**config.mk**
```make
export PLATFORM = sky130hd
export DESIGN_NAME = mul_seq_ctrl
export DESIGN_NICKNAME = d
export VERILOG_FILES = /design/src/rtl/mul_seq_ctrl_pkg.sv /design/src/rtl/mul_seq_ctrl_step.sv /design/src/rtl/mul_seq_ctrl.sv
export SDC_FILE = /design/constraint.sdc
export NUM_CORES = 1
export LEC_CHECK = 0
export CORE_ASPECT_RATIO = 0.75
export CORE_MARGIN = 4
export CORE_UTILIZATION = 47
export DETAILED_ROUTE_END_ITERATION = 10
export GPL_TIMING_DRIVEN = 1
export PLACE_DENSITY = 0.7
export SLEW_MARGIN = 20
export SYNTH_ARGS = -nofsm -noshare
export SYNTH_HDL_FRONTEND = slang
export SYNTH_SLANG_ARGS = --single-unit
```
**constraint.sdc**
```tcl
create_clock -name clk -period 3.7 [get_ports clk]
set_input_delay 0.74 -clock clk [delete_from_list [all_inputs] [get_ports clk]]
set_output_delay 0.74 -clock clk [all_outputs]
set_load 0.005 [all_outputs]
```
**src/rtl/mul_seq_ctrl_pkg.sv**
```systemverilog
// mul_seq_ctrl_pkg
//   Shared definitions for the sequential shift-add multiplier family:
//   default operand/product widths, the implementation select flag,
//   the controller FSM state type and the iteration-counter width helper.
package mul_seq_ctrl_pkg;

  localparam int unsigned DEF_X_WIDTH  = 3;
  localparam int unsigned DEF_Y_WIDTH  = 3;
  localparam int unsigned DEF_P_WIDTH  = DEF_X_WIDTH + DEF_Y_WIDTH;

  // Selects the sequential multiplier in place of the combinational cores.
  localparam bit          IMPL_MUL_SEQ = 1'b1;

  typedef enum logic [1:0] {
    MC_IDLE = 2'd0,
    MC_ITER = 2'd1,
    MC_DONE = 2'd2
  } mc_state_e;

  // Counter must index 0..n-1; keep at least one bit for n == 1.
  function automatic int unsigned cnt_width(input int unsigned n);
    return (n > 1) ? $clog2(n) : 1;
  endfunction

endpackage

```
**src/rtl/mul_seq_ctrl_step.sv**
```systemverilog
// mul_step
//   One combinational shift-add iteration: when ybit_i is set the
//   multiplicand magnitude, shifted left by the iteration index, is added
//   to the accumulator. Kept separate so the adder can be reused and
//   inspected at gate level on its own.
//   Ports:
//     acc_i   [P_WIDTH-1:0] current accumulator
//     xmag_i  [X_WIDTH-1:0] multiplicand magnitude
//     ybit_i                current multiplier bit
//     count_i [CNT_W-1:0]   iteration index (shift amount)
//     acc_o   [P_WIDTH-1:0] next accumulator
module mul_step
  import mul_seq_ctrl_pkg::*;
#(
  parameter int unsigned X_WIDTH = DEF_X_WIDTH,
  parameter int unsigned P_WIDTH = DEF_P_WIDTH,
  parameter int unsigned CNT_W   = cnt_width(DEF_Y_WIDTH)
) (
  input  logic [P_WIDTH-1:0] acc_i,
  input  logic [X_WIDTH-1:0] xmag_i,
  input  logic               ybit_i,
  input  logic [CNT_W-1:0]   count_i,
  output logic [P_WIDTH-1:0] acc_o
);

  logic [P_WIDTH-1:0] xext;

  always_comb begin
    xext                = '0;
    xext[X_WIDTH-1:0]   = xmag_i;
    acc_o               = acc_i;
    if (ybit_i) begin
      acc_o = acc_i + (xext << count_i);
    end
  end

endmodule

```
**src/rtl/mul_seq_ctrl.sv**
```systemverilog
// mul_seq_ctrl
//   Sequential shift-add multiplier controller. Captures an operand pair
//   on start, converts signed operands to magnitudes plus a sign flag,
//   then performs one partial-product step per clock. The registered
//   product magnitude and sign are presented once all Y_WIDTH steps are
//   done and held until the next accepted start.
//   Ports:
//     clk   clock, rising edge
//     rst   asynchronous reset, active low
//     start request a multiply (ignored while iterating)
//     sgn   1: x/y are two's complement, 0: unsigned
//     x     [X_WIDTH-1:0] multiplicand
//     y     [Y_WIDTH-1:0] multiplier
//     p     [P_WIDTH-1:0] registered product magnitude
//     s     registered product sign (1 = negative)
//     busy  iterating
//     rdy   p/s hold a completed result
module mul_seq_ctrl
  import mul_seq_ctrl_pkg::*;
#(
  parameter int unsigned X_WIDTH = DEF_X_WIDTH,
  parameter int unsigned Y_WIDTH = DEF_Y_WIDTH,
  parameter int unsigned P_WIDTH = X_WIDTH + Y_WIDTH
) (
  input  logic               clk,
  input  logic               rst,
  input  logic               start,
  input  logic               sgn,
  input  logic [X_WIDTH-1:0] x,
  input  logic [Y_WIDTH-1:0] y,
  output logic [P_WIDTH-1:0] p,
  output logic               s,
  output logic               busy,
  output logic               rdy
);

  localparam int unsigned CNT_W = cnt_width(Y_WIDTH);
  localparam logic [CNT_W-1:0] LAST_CNT = CNT_W'(Y_WIDTH - 1);

  mc_state_e          state_q, state_d;
  logic [P_WIDTH-1:0] acc_q,   acc_d;
  logic [X_WIDTH-1:0] xmag_q,  xmag_d;
  logic [Y_WIDTH-1:0] ymag_q,  ymag_d;
  logic [CNT_W-1:0]   cnt_q,   cnt_d;
  logic               neg_q,   neg_d;
  logic [P_WIDTH-1:0] p_q,     p_d;
  logic               s_q,     s_d;

  logic [P_WIDTH-1:0] acc_step;

  mul_step #(
    .X_WIDTH (X_WIDTH),
    .P_WIDTH (P_WIDTH),
    .CNT_W   (CNT_W)
  ) u_step (
    .acc_i   (acc_q),
    .xmag_i  (xmag_q),
    .ybit_i  (ymag_q[0]),
    .count_i (cnt_q),
    .acc_o   (acc_step)
  );

  always_ff @(posedge clk or negedge rst) begin
    if (!rst) begin
      state_q <= MC_IDLE;
      acc_q   <= '0;
      xmag_q  <= '0;
      ymag_q  <= '0;
      cnt_q   <= '0;
      neg_q   <= 1'b0;
      p_q     <= '0;
      s_q     <= 1'b0;
    end else begin
      state_q <= state_d;
      acc_q   <= acc_d;
      xmag_q  <= xmag_d;
      ymag_q  <= ymag_d;
      cnt_q   <= cnt_d;
      neg_q   <= neg_d;
      p_q     <= p_d;
      s_q     <= s_d;
    end
  end

  always_comb begin
    state_d = state_q;
    acc_d   = acc_q;
    xmag_d  = xmag_q;
    ymag_d  = ymag_q;
    cnt_d   = cnt_q;
    neg_d   = neg_q;
    p_d     = p_q;
    s_d     = s_q;

    unique case (state_q)
      MC_IDLE, MC_DONE: begin
        if (start) begin
          state_d = MC_ITER;
          acc_d   = '0;
          cnt_d   = '0;
          if (sgn) begin
            // Two's-complement negate in operand width: the most negative
            // value maps onto its unsigned magnitude (e.g. 100 -> 4).
            xmag_d = x[X_WIDTH-1] ? (~x + X_WIDTH'(1)) : x;
            ymag_d = y[Y_WIDTH-1] ? (~y + Y_WIDTH'(1)) : y;
            neg_d  = x[X_WIDTH-1] ^ y[Y_WIDTH-1];
          end else begin
            xmag_d = x;
            ymag_d = y;
            neg_d  = 1'b0;
          end
        end
      end
      MC_ITER: begin
        acc_d  = acc_step;
        ymag_d = ymag_q >> 1;
        cnt_d  = cnt_q + CNT_W'(1);
        if (cnt_q == LAST_CNT) begin
          state_d = MC_DONE;
          p_d     = acc_step;
          // A zero product is reported as non-negative.
          s_d     = neg_q & (acc_step != '0);
        end
      end
      default: state_d = MC_IDLE;
    endcase
  end

  assign p    = p_q;
  assign s    = s_q;
  assign busy = (state_q == MC_ITER);
  assign rdy  = (state_q == MC_DONE);

endmodule

```
After elaboration in Yosys (flattened, before gate mapping)
Cells that the tools add are included.
W data, S select, Z words.
{"block": "classes", "muxes": 15, "eq_ne": 5, "n_shift": 1, "n_addsub": 4, "bitwise_logic": 4, "reduce_logical": 8}
{"op": "$mux W3", "n": 5}
{"op": "$mux W6", "n": 2}
{"op": "$pmux W6 S2", "n": 1}
{"op": "$pmux W2 S2", "n": 2}
{"op": "$reduce_and A2 Y1", "n": 4}
{"op": "$add A3 B1 Y3 const B", "n": 2}
{"op": "$add A6 B6 Y6", "n": 1}
{"op": "$mux W2", "n": 3}
{"op": "$not A3 Y3", "n": 2}
{"op": "$pmux W3 S2", "n": 1}
{"op": "$reduce_bool A6 Y1", "n": 1}
{"op": "$shl A3 B2 Y6", "n": 1}
{"op": "$eq A2 B2 Y1 const B", "n": 2}
{"op": "$add A2 B1 Y2 const B", "n": 1}
{"op": "$eq A2 B1 Y1 const B", "n": 1}
{"op": "$logic_not A2 Y1", "n": 1}
{"op": "$ne A2 B1 Y1 const B", "n": 1}
{"op": "$ne A2 B2 Y1 const B", "n": 1}
{"op": "$reduce_bool A2 Y1", "n": 1}
{"op": "$reduce_or A2 Y1", "n": 1}
{"op": "$and A1 B1 Y1", "n": 1}
{"op": "$mux W1", "n": 1}
{"op": "$xor A1 B1 Y1", "n": 1}
{"block": "totals", "regBits": 24, "in_bits": 10, "output_inout_bits": 9}

Logic depth before layout (Yosys ltp)
Gate-level depths: netlist of the first run.
{"block": "depth", "ltp_word": 6, "ltp_mapped": 13, "depth_no_buf": 12}

Modules after synthesis
A second synthesis of the first run with hierarchy kept.
{"block": "hier_totals", "hier_cells": 128, "area_unflattened_um2": 1386.3}
{"module": "mul_seq_ctrl", "cells_each": 86, "n_inst": 1, "seq_area_each_um2": 600.6, "area_each_um2": 1043.5}
{"module": "mul_step", "cells_each": 42, "n_inst": 1, "seq_area_each_um2": 0.0, "area_each_um2": 342.8}

Least setup slack after synthesis of the first run
Ideal clock, no wire load.
{"block": "synth_timing", "path_kind": "register -> register", "start": "register cnt_q[1]", "end": "register s_q (netlist: s)", "path_stages_with_launch": 11, "path_buffers": 0, "arrival_ns": 2.228, "setup_time_ns": 0.134, "synth_period_minus_slack_ns": 2.362, "path_slack_ns": 1.338, "path_cell_list": "dfrtp_1 > mux2_2 > nand2_1 > o21ai_0 > ha_1 > nor2b_1 > o21a_1 > or3_1 > a31oi_1 > nor3b_2 > a31oi_1"}
{"block": "synth_between", "elab_chain_cells": 5}
{"element": "from (decl)", "line": "mul_seq_ctrl.sv:44", "source": "logic [CNT_W-1:0] cnt_q, cnt_d;"}
{"element": "from (signal assigned)", "line": "mul_seq_ctrl.sv:78", "source": "cnt_q <= cnt_d;"}
{"element": "$shl A3 B2 Y6", "line": "mul_seq_ctrl_step.sv:33", "source": "acc_o = acc_i + (xext << count_i);"}
{"element": "$add A6 B6 Y6", "line": "mul_seq_ctrl_step.sv:33"}
{"element": "$mux W6", "line": "mul_seq_ctrl_step.sv:32", "source": "if (ybit_i) begin"}
{"element": "$reduce_bool A6 Y1", "line": "mul_seq_ctrl.sv:122", "source": "s_d = neg_q & (acc_step != '0);"}
{"element": "$and A1 B1 Y1", "line": "mul_seq_ctrl.sv:122"}
{"element": "to (signal assigned)", "line": "mul_seq_ctrl.sv:72", "source": "s_q <= 1'b0;"}
{"element": "to (signal assigned)", "line": "mul_seq_ctrl.sv:81", "source": "s_q <= s_d;"}
{"element": "to (decl)", "line": "mul_seq_ctrl.sv:47", "source": "logic s_q, s_d;"}
Several ways; a longest one is shown, not always the timed one.
A chain may end at the register's enable or synchronous reset.

Worst setup path after layout of the first run
Same ends and word-level chain as after synthesis.

==> key figures, run 1 <==
Drt
  – Drt pass-1 iters: 4
  – Drt via density: 5.27
  – WL final: between 2 and 3 mm
  – Antenna Violating Nets Remaining: 0
  – Residual DRC count: 0
  – Vias: 1,059
  – WL/cell: 13.5 um
  – DR iter-0 viols: 34

Timing
  – Crit share post-route: 0.691
  – Fmax: 0.391 GHz
  – Max-slew violations: 0
  – Actual slew at the worst max-slew pin: 0.539 ns
  – PnR worst setup slack: 1.14 ns
  – RSZ-0062 raised after global routing: false
  – Hold Slack: 0.443 ns
  – Worst slew margin relative to its limit: 0.641
  – Clock Skew: around 0.0055 ns
  – Hold Fails Final Rpt: 0
  – Tmin final: 2.56 ns
  – Setup_tns: 0 ns
  – Endpoints failing setup: 0

Final layout
  – Area Growth Syn to Fin: 18.8%
  – Diodes inserted: 0
  – Final Core Density: 0.602
  – Design Area, Final: 1620 um2
  – Share of cells above drive strength 1: 0.0485
  – Finished Layout Cells: 201
  – Fin nets: 185

Power and ir drop
  – PnR Total Power: between 1 and 1.5 mW
  – Pwr dens: between 700 and 800 nW/um2
  – Leakage: about 0.75 nW
  – Worst VDD drop: 0.326 mV

Clocking
  – Cts-stage hold buffer count: 0
  – Clock-pin slew on the worst setup and hold paths: 0.08 ns
  – CTS Sinks: 24
  – Worst skew pair latency: 0.26 ns
  – Setup bufs post-CTS: 0
  – H-Tree Depth: 1
  – TritonCTS clock tree: yes
  – Max clock buf depth: 2
  – Clk root buf: clkbuf_8
  – TritonCTS Buffers: 3
  – # resized after CTS: 0

Placed design
  – Detailed placer's ending HPWL: about 2.1 mm
  – GPL Wtd Cong: between 0.8 and 0.9
  – Worst slack at placement: 1.17 ns
  – Dpl cells: 197
  – Area of placed instances: 1570 um2
  – Buffers on Ports: 18

Die
  – Core Region: between 2000 and 3000 um2
  – Full die area: 3830 um2
  – Starting Density: 0.507
  – Die width: 70.1 um
  – DIE HEIGHT: 54.6 um
  – FP Rows: 16
  – Io pins: 19

GRT
  – First-pass GRT wire length: ~4.7 mm
  – Total GRT Usage: 0.160
  – Initial antenna violation count: 0
  – Grt ovf: 0
  – Vias in the first global route: between 1,000 and 1,500
  – Largest net degree at the start of global routing: 25

Synthesis
  – Ys Warns: 0
  – Mapped Area: 1360 um2
  – Sequential element share of the synthesized area: 0.442
  – Synthesized flop and latch total: 24
  – Avg Inst Size Synth: just over 9 um2
  – Synth Instances: 148
  – Post-synthesis cell type count: 33
  – Mapped Nets: 167

Critical path
  – WS Path Type: reg2reg
  – CP max-delay cell: dfrtp_1
  – Critical Path Max Stage Delay: between 0.4 and 0.5 ns
  – Req. time, crit path: between 3 and 4 ns
  – CP endpoint kind: flop
  – CP Max Fanout: 7
  – Worst path bufs/invs: 0
  – Crit-path cells: mux2_2 > nand2_1 > o21ai_0 > ha_1 > a21oi_2 > nor2b_1 > a311o_1 > mux2i_1 > xnor2_1 > a31oi_1
  – Crit path DAT: 2.70 ns
  – Worst Setup Start Kind: flop
  – Top Family by Delay on Critical Path: compound AO/OA/AOI/OAI gates

Run
  – Max_cap viols: 0

Run status
  – Outcome: completed

Hold path
  – Hold crit path type: in2async
-- final cells by class --
cell class,instances,area [um2]
well taps,36,45.0
repair buffers,18,175
inverters,13,48.8
fillers,241,1070
multi-input cells,106,691
clock buffers,4,55.1
flip-flops and latches,24,601
-- report_power, final --
group | switching, mW | internal (mW)
clock network | 0.0801 | 0.0949
registers | 0.101 | 0.358
logic | 0.321 | 0.272
-- cells by family after synthesis --
kind of cell / synth area share
fa+ha+maj: 0.0883
compound gates: 0.167
buf+inv: 0.0506
xor+xnor: 0.0258
mux: 0.0672
flops: 0.442
simple gates: 0.160
-- routing by layer --
metal  share of wire  up-vias  track usage  wire, um
li1                -      543            -         -
met1            0.45      487        0.177      1220
met2            0.50       23        0.307      1350
met3           0.044        6       0.0404       121
met4           0.014        0       0.0573        38
met5               0        -            0         0
-- cell usage in the layout (no fill, tap or decap) --
cell	netlist	layout
nor2_1	3	3
or3_1	1	1
nand2b_1	3	3
a21oi_2	1	1
nor2b_1	4	4
inv_1	13	13
o21bai_1	1	1
nor4_1	1	1
dfrtp_1	24	24
o31ai_1	1	1
and3_1	1	1
a32o_1	3	3
a221o_1	1	1
and2_1	1	1
nand4_1	1	1
nand2_1	29	29
ha_1	8	8
mux2i_1	8	8
o21ai_0	21	21
fa_1	1	1
a31oi_1	2	2
o21ai_1	2	2
xnor2_1	4	4
clkbuf_8	0	4
a22oi_1	1	1
nor3b_2	1	1
o21a_1	1	1
nand3_1	1	1
buf_2	1	1
clkdlybuf4s50_1	0	17
nor3_1	1	1
mux2_2	1	1
a311o_1	1	1
a21oi_1	2	2
-- path summary, 6_finish.rpt --
check / cells after the start / slack, ns / start / endpoint
max in group asynchronous: 1 / 2.91 / rst / acc_q[5]$_DFFE_PN0P_
worst min-delay path: 1 / 0.44 / rst / p[3]$_DFFE_PN0P_
worst min register to register: 2 / 0.49 / ymag_q[2]$_DFFE_PN0P_ / ymag_q[2]$_DFFE_PN0P_
min in group clk: 2 / 0.49 / ymag_q[2]$_DFFE_PN0P_ / ymag_q[2]$_DFFE_PN0P_
worst max register to register: 10 / 1.14 / cnt_q[1]$_DFFE_PN0P_ / s$_DFFE_PN0P_
worst max-delay path: 10 / 1.14 / cnt_q[1]$_DFFE_PN0P_ / s$_DFFE_PN0P_
-- state kept, by name, indices dropped and copies added, names as in the netlist --
| register | count |
|---|---|
| acc_q | 6 |
| xmag_q | 3 |
| ymag_q | 3 |
| p | 6 |
| state_q | 2 |
| s | 1 |
| cnt_q | 2 |
| neg_q | 1 |
-- Yosys cell counts --
cell type,count,share of area
a21oi_1,2,0.0074
a21oi_2,1,0.0064
a221o_1,1,0.0074
a22oi_1,1,0.0055
a311o_1,1,0.0074
a31oi_1,2,0.0092
a32o_1,3,0.022
and2_1,1,0.0046
and3_1,1,0.0046
buf_2,1,0.0037
clkbuf_1,4,0.011
dfrtp_1,24,0.44
fa_1,1,0.015
ha_1,8,0.074
inv_1,13,0.036
mux2_2,1,0.0083
mux2i_1,8,0.059
nand2_1,29,0.080
nand2b_1,3,0.014
nand3_1,1,0.0037
nand4_1,1,0.0046
nor2_1,3,0.0083
nor2b_1,4,0.018
nor3_1,1,0.0037
nor3b_2,1,0.0092
nor4_1,1,0.0046
o21a_1,1,0.0055
o21ai_0,21,0.077
o21ai_1,2,0.0074
o21bai_1,1,0.0055
o31ai_1,1,0.0055
or3_1,1,0.0046
xnor2_1,4,0.026
(Power assumes the default switching activity.)
==> run 2, diff against run 1 <==
--- a/config.mk
+++ b/config.mk
@@ -10,7 +10,7 @@
 export CORE_UTILIZATION = 47
 export DETAILED_ROUTE_END_ITERATION = 10
 export GPL_TIMING_DRIVEN = 1
-export PLACE_DENSITY = 0.7
+export PLACE_DENSITY = 0.73
 export SLEW_MARGIN = 20
 export SYNTH_ARGS = -nofsm -noshare
 export SYNTH_HDL_FRONTEND = slang
==> constraint.sdc (replaced) <==
create_clock -name clk -period 2.1 [get_ports clk]
set_input_delay 0.42 -clock clk [delete_from_list [all_inputs] [get_ports clk]]
set_output_delay 0.42 -clock clk [all_outputs]
set_load 0.005 [all_outputs]
==> run 2 against run 1 <==
Compared with the run above:
- the flow now finishes with violations (negative setup slack)
- total power up 130%
- clock power is 130% higher
- critical path depth unchanged
- clock skew shrank 0.0035 ns
- sequential cell count unchanged
- highest routed layer unchanged
- maximum frequency rose by 8.8%
- first-iteration DRC count is 12% higher
- global-route usage is 2.2 points higher
- sequential share of layout area is 5.2 points lower
- worst setup slack worse by 1.4 ns
- utilization grew 9.7 points
- largest cell class unchanged
==> key figures, run 2 (synthesis gave the netlist of run 1 again) <==
Final layout
  – Fin nets: 204 (+10%)
  – Most frequent cells in the layout: nand2_1 (28), dfrtp_1 (24), clkdlybuf4s50_1 (18)
  – Finished Layout Cells: 220 (+9.5%)
  – Design Area, Final: 1880 um2 (+16%)
  – Leading cell type in the layout, fill and taps excluded: nand2_1
  – Area Growth Syn to Fin: 37.9%
  – Diodes inserted: 0 (unchanged)
  – Share of cells above drive strength 1: 0.223 (+0.174)
  – Final Core Density: 0.699 (+0.0970)

Power and ir drop
  – Worst VDD drop: 0.624 mV (+92%)
  – Leakage: 0.876 nW (+16%)
  – PnR Total Power: 2.80 mW (+130%)
  – Pwr dens: 1490 nW/um2 (+96%)

GRT
  – Initial antenna violation count: 0 (unchanged)
  – Vias in the first global route: 1,233 (+16%)
  – First-pass GRT wire length: 5.35 mm (+15%)
  – Total GRT Usage: 0.182 (+0.0222)
  – Grt ovf: 0 (unchanged)
  – Largest net degree at the start of global routing: 25 (unchanged)

Critical path
  – Top Family by Delay on Critical Path: compound AO/OA/AOI/OAI gates
  – R2R cell count: 10 (unchanged)
  – Worst Setup Start Kind: flop
  – Crit path DAT: 2.50 ns (-0.20 ns)
  – WS Path Type: reg2reg
  – Flop-to-flop setup slack: -0.25 ns (-1.39 ns)
  – Req. time, crit path: 2.24 ns (-1.60 ns)
  – Worst path most repeated cell: o21ai_1
  – Worst setup endpoint: p[5]$_DFFE_PN0P_
  – Crit-path cells: mux2_4 > nand2_1 > o21ai_1 > ha_1 > a21oi_2 > nor2b_1 > a311o_1 > mux2i_1 > xnor2_1 > o21ai_1
  – Reg2reg end: p[5]$_DFFE_PN0P_
  – Worst path bufs/invs: 0 (unchanged)
  – RR Startpoint: cnt_q[1]$_DFFE_PN0P_
  – CP endpoint kind: flop
  – Crit path from: cnt_q[1]$_DFFE_PN0P_
  – Crit path depth: 10 (unchanged)
  – Critical Path Max Stage Delay: 0.41 ns (-0.04 ns)
  – CP max-delay cell: dfrtp_1
  – CP Max Fanout: 3 (-4)

Placed design
  – Detailed placer's ending HPWL: 2.31 mm (+7.7%)
  – Dpl cells: 214 (+8.6%)
  – Worst slack at placement: -0.244 ns (-1.41 ns)
  – Area of placed instances: 1700 um2 (+8.6%)
  – Buffers on Ports: 18 (unchanged)
  – GPL Wtd Cong: 0.807 (-3.3%)

Die
  – Full die area: 3830 um2 (unchanged)
  – Core Region: 2680 um2 (unchanged)
  – Die width: 70.1 um (unchanged)
  – FP Rows: 16 (unchanged)
  – Starting Density: 0.507 (unchanged)
  – DIE HEIGHT: 54.6 um (unchanged)
  – Io pins: 19 (unchanged)

Drt
  – WL/cell: 14.3 um (+5.8%)
  – Antenna Violating Nets Remaining: 0 (unchanged)
  – Drt pass-1 iters: 4 (unchanged)
  – DR iter-0 viols: 38 (+12%)
  – Residual DRC count: 0 (unchanged)
  – WL final: 3.15 mm (+16%)
  – Drt via density: 5.35 (+1.5%)
  – Vias: 1,176 (+11%)

Clocking
  – CTS Sinks: 24 (unchanged)
  – TritonCTS Buffers: 3 (unchanged)
  – Worst skew pair latency: 0.27 ns (about the same)
  – Max clock buf depth: 2 (unchanged)
  – H-Tree Depth: 1 (unchanged)
  – TritonCTS clock tree: yes
  – Clk root buf: clkbuf_8
  – Clock-pin slew on the worst setup and hold paths: 0.09 ns (about the same)

Timing
  – Clock Skew: 0.00197 ns (-0.00349 ns)
  – PnR worst setup slack: -0.251 ns (-1.39 ns)
  – Tmin final: 2.35 ns (-0.207 ns)
  – Endpoints failing setup: 5 (+5)
  – RSZ-0062 raised after global routing: true
  – Crit share post-route: 1.12 (+0.428)
  – Fmax: 0.425 GHz (+8.8%)
  – Actual slew at the worst max-slew pin: 0.591 ns (+0.0527 ns)
  – Max-slew violations: 0 (unchanged)
  – Worst slew margin relative to its limit: 0.606 (-0.0351)
  – Hold Fails Final Rpt: 0 (unchanged)

Run status
  – Outcome: finished with violations
  – Failing checks: negative setup slack

Run
  – Max_cap viols: 0 (unchanged)

Hold path
  – Hold crit path type: reg2reg
## run 2: changes by cell type in the layout (fill, tap and decap cells not counted), sizes merged
cell	previous run	this run
clkbuf	4	3
buf	1	19
bufinv	0	1
clkdlybuf4s50	17	18
## run 2: layout make-up
type,instances,area [um2]
Timing Repair Buffer,37,330
Sequential cell,24,601
Tap cell,36,45.0
Inverter,13,51.3
Clock inverter,1,30.0
Fill cell,215,807
Clock buffer,3,41.3
Multi-Input combinational cell,106,777
## run 2: tightest hold or removal path, stage by stage (launching register included)
cell     delay (ns)
dfrtp_1        0.35
nand2_1        0.05
o21ai_0        0.06
## run 2: through the flow
step                      hold WS [ns]  setup TNS (ns)
after CTS                        0.489           -1.05
after floorplan                  0.124          -0.618
after global routing             0.519           -1.65
after detailed placement         0.469           -1.03
after global placement           0.463          -0.791
final                            0.480          -0.952
## run 2: power by group
part,internal (mW),switching [mW]
clock network,0.255,0.153
logic,0.838,0.752
registers,0.631,0.168
total,1.72,1.07
## run 2: layer usage
layer  track usage  routed length, um  vias to the layer above
met3        0.0422                138                        4
met1         0.207               1390                      563
li1              -                  -                      583
met5             0                  0                        -
met2         0.354               1600                       26
met4        0.0478                 32                        0
## run 2: worst min-delay path by stage
stage	startpoint	endpoint	slack, ns	depth (start not counted)
after floorplan	rst	acc_q[0]$_DFFE_PN0P_	0.12	0
after global placement	p[2]$_DFFE_PN0P_	p[2]$_DFFE_PN0P_	0.46	2
after detailed placement	p[3]$_DFFE_PN0P_	p[3]$_DFFE_PN0P_	0.47	2
after CTS	p[3]$_DFFE_PN0P_	p[3]$_DFFE_PN0P_	0.49	2
after global routing	p[2]$_DFFE_PN0P_	p[2]$_DFFE_PN0P_	0.52	2
final	p[2]$_DFFE_PN0P_	p[2]$_DFFE_PN0P_	0.48	2
## run 2: repair_timing
action | in CTS | in global routing
gates cloned | 0 | 0
setup endpoints to repair | 5 | 10
hold buffers | 0 | 0
pin swaps | 5 | 6
setup buffers | 1 | 1
resized for setup | 5 | 18
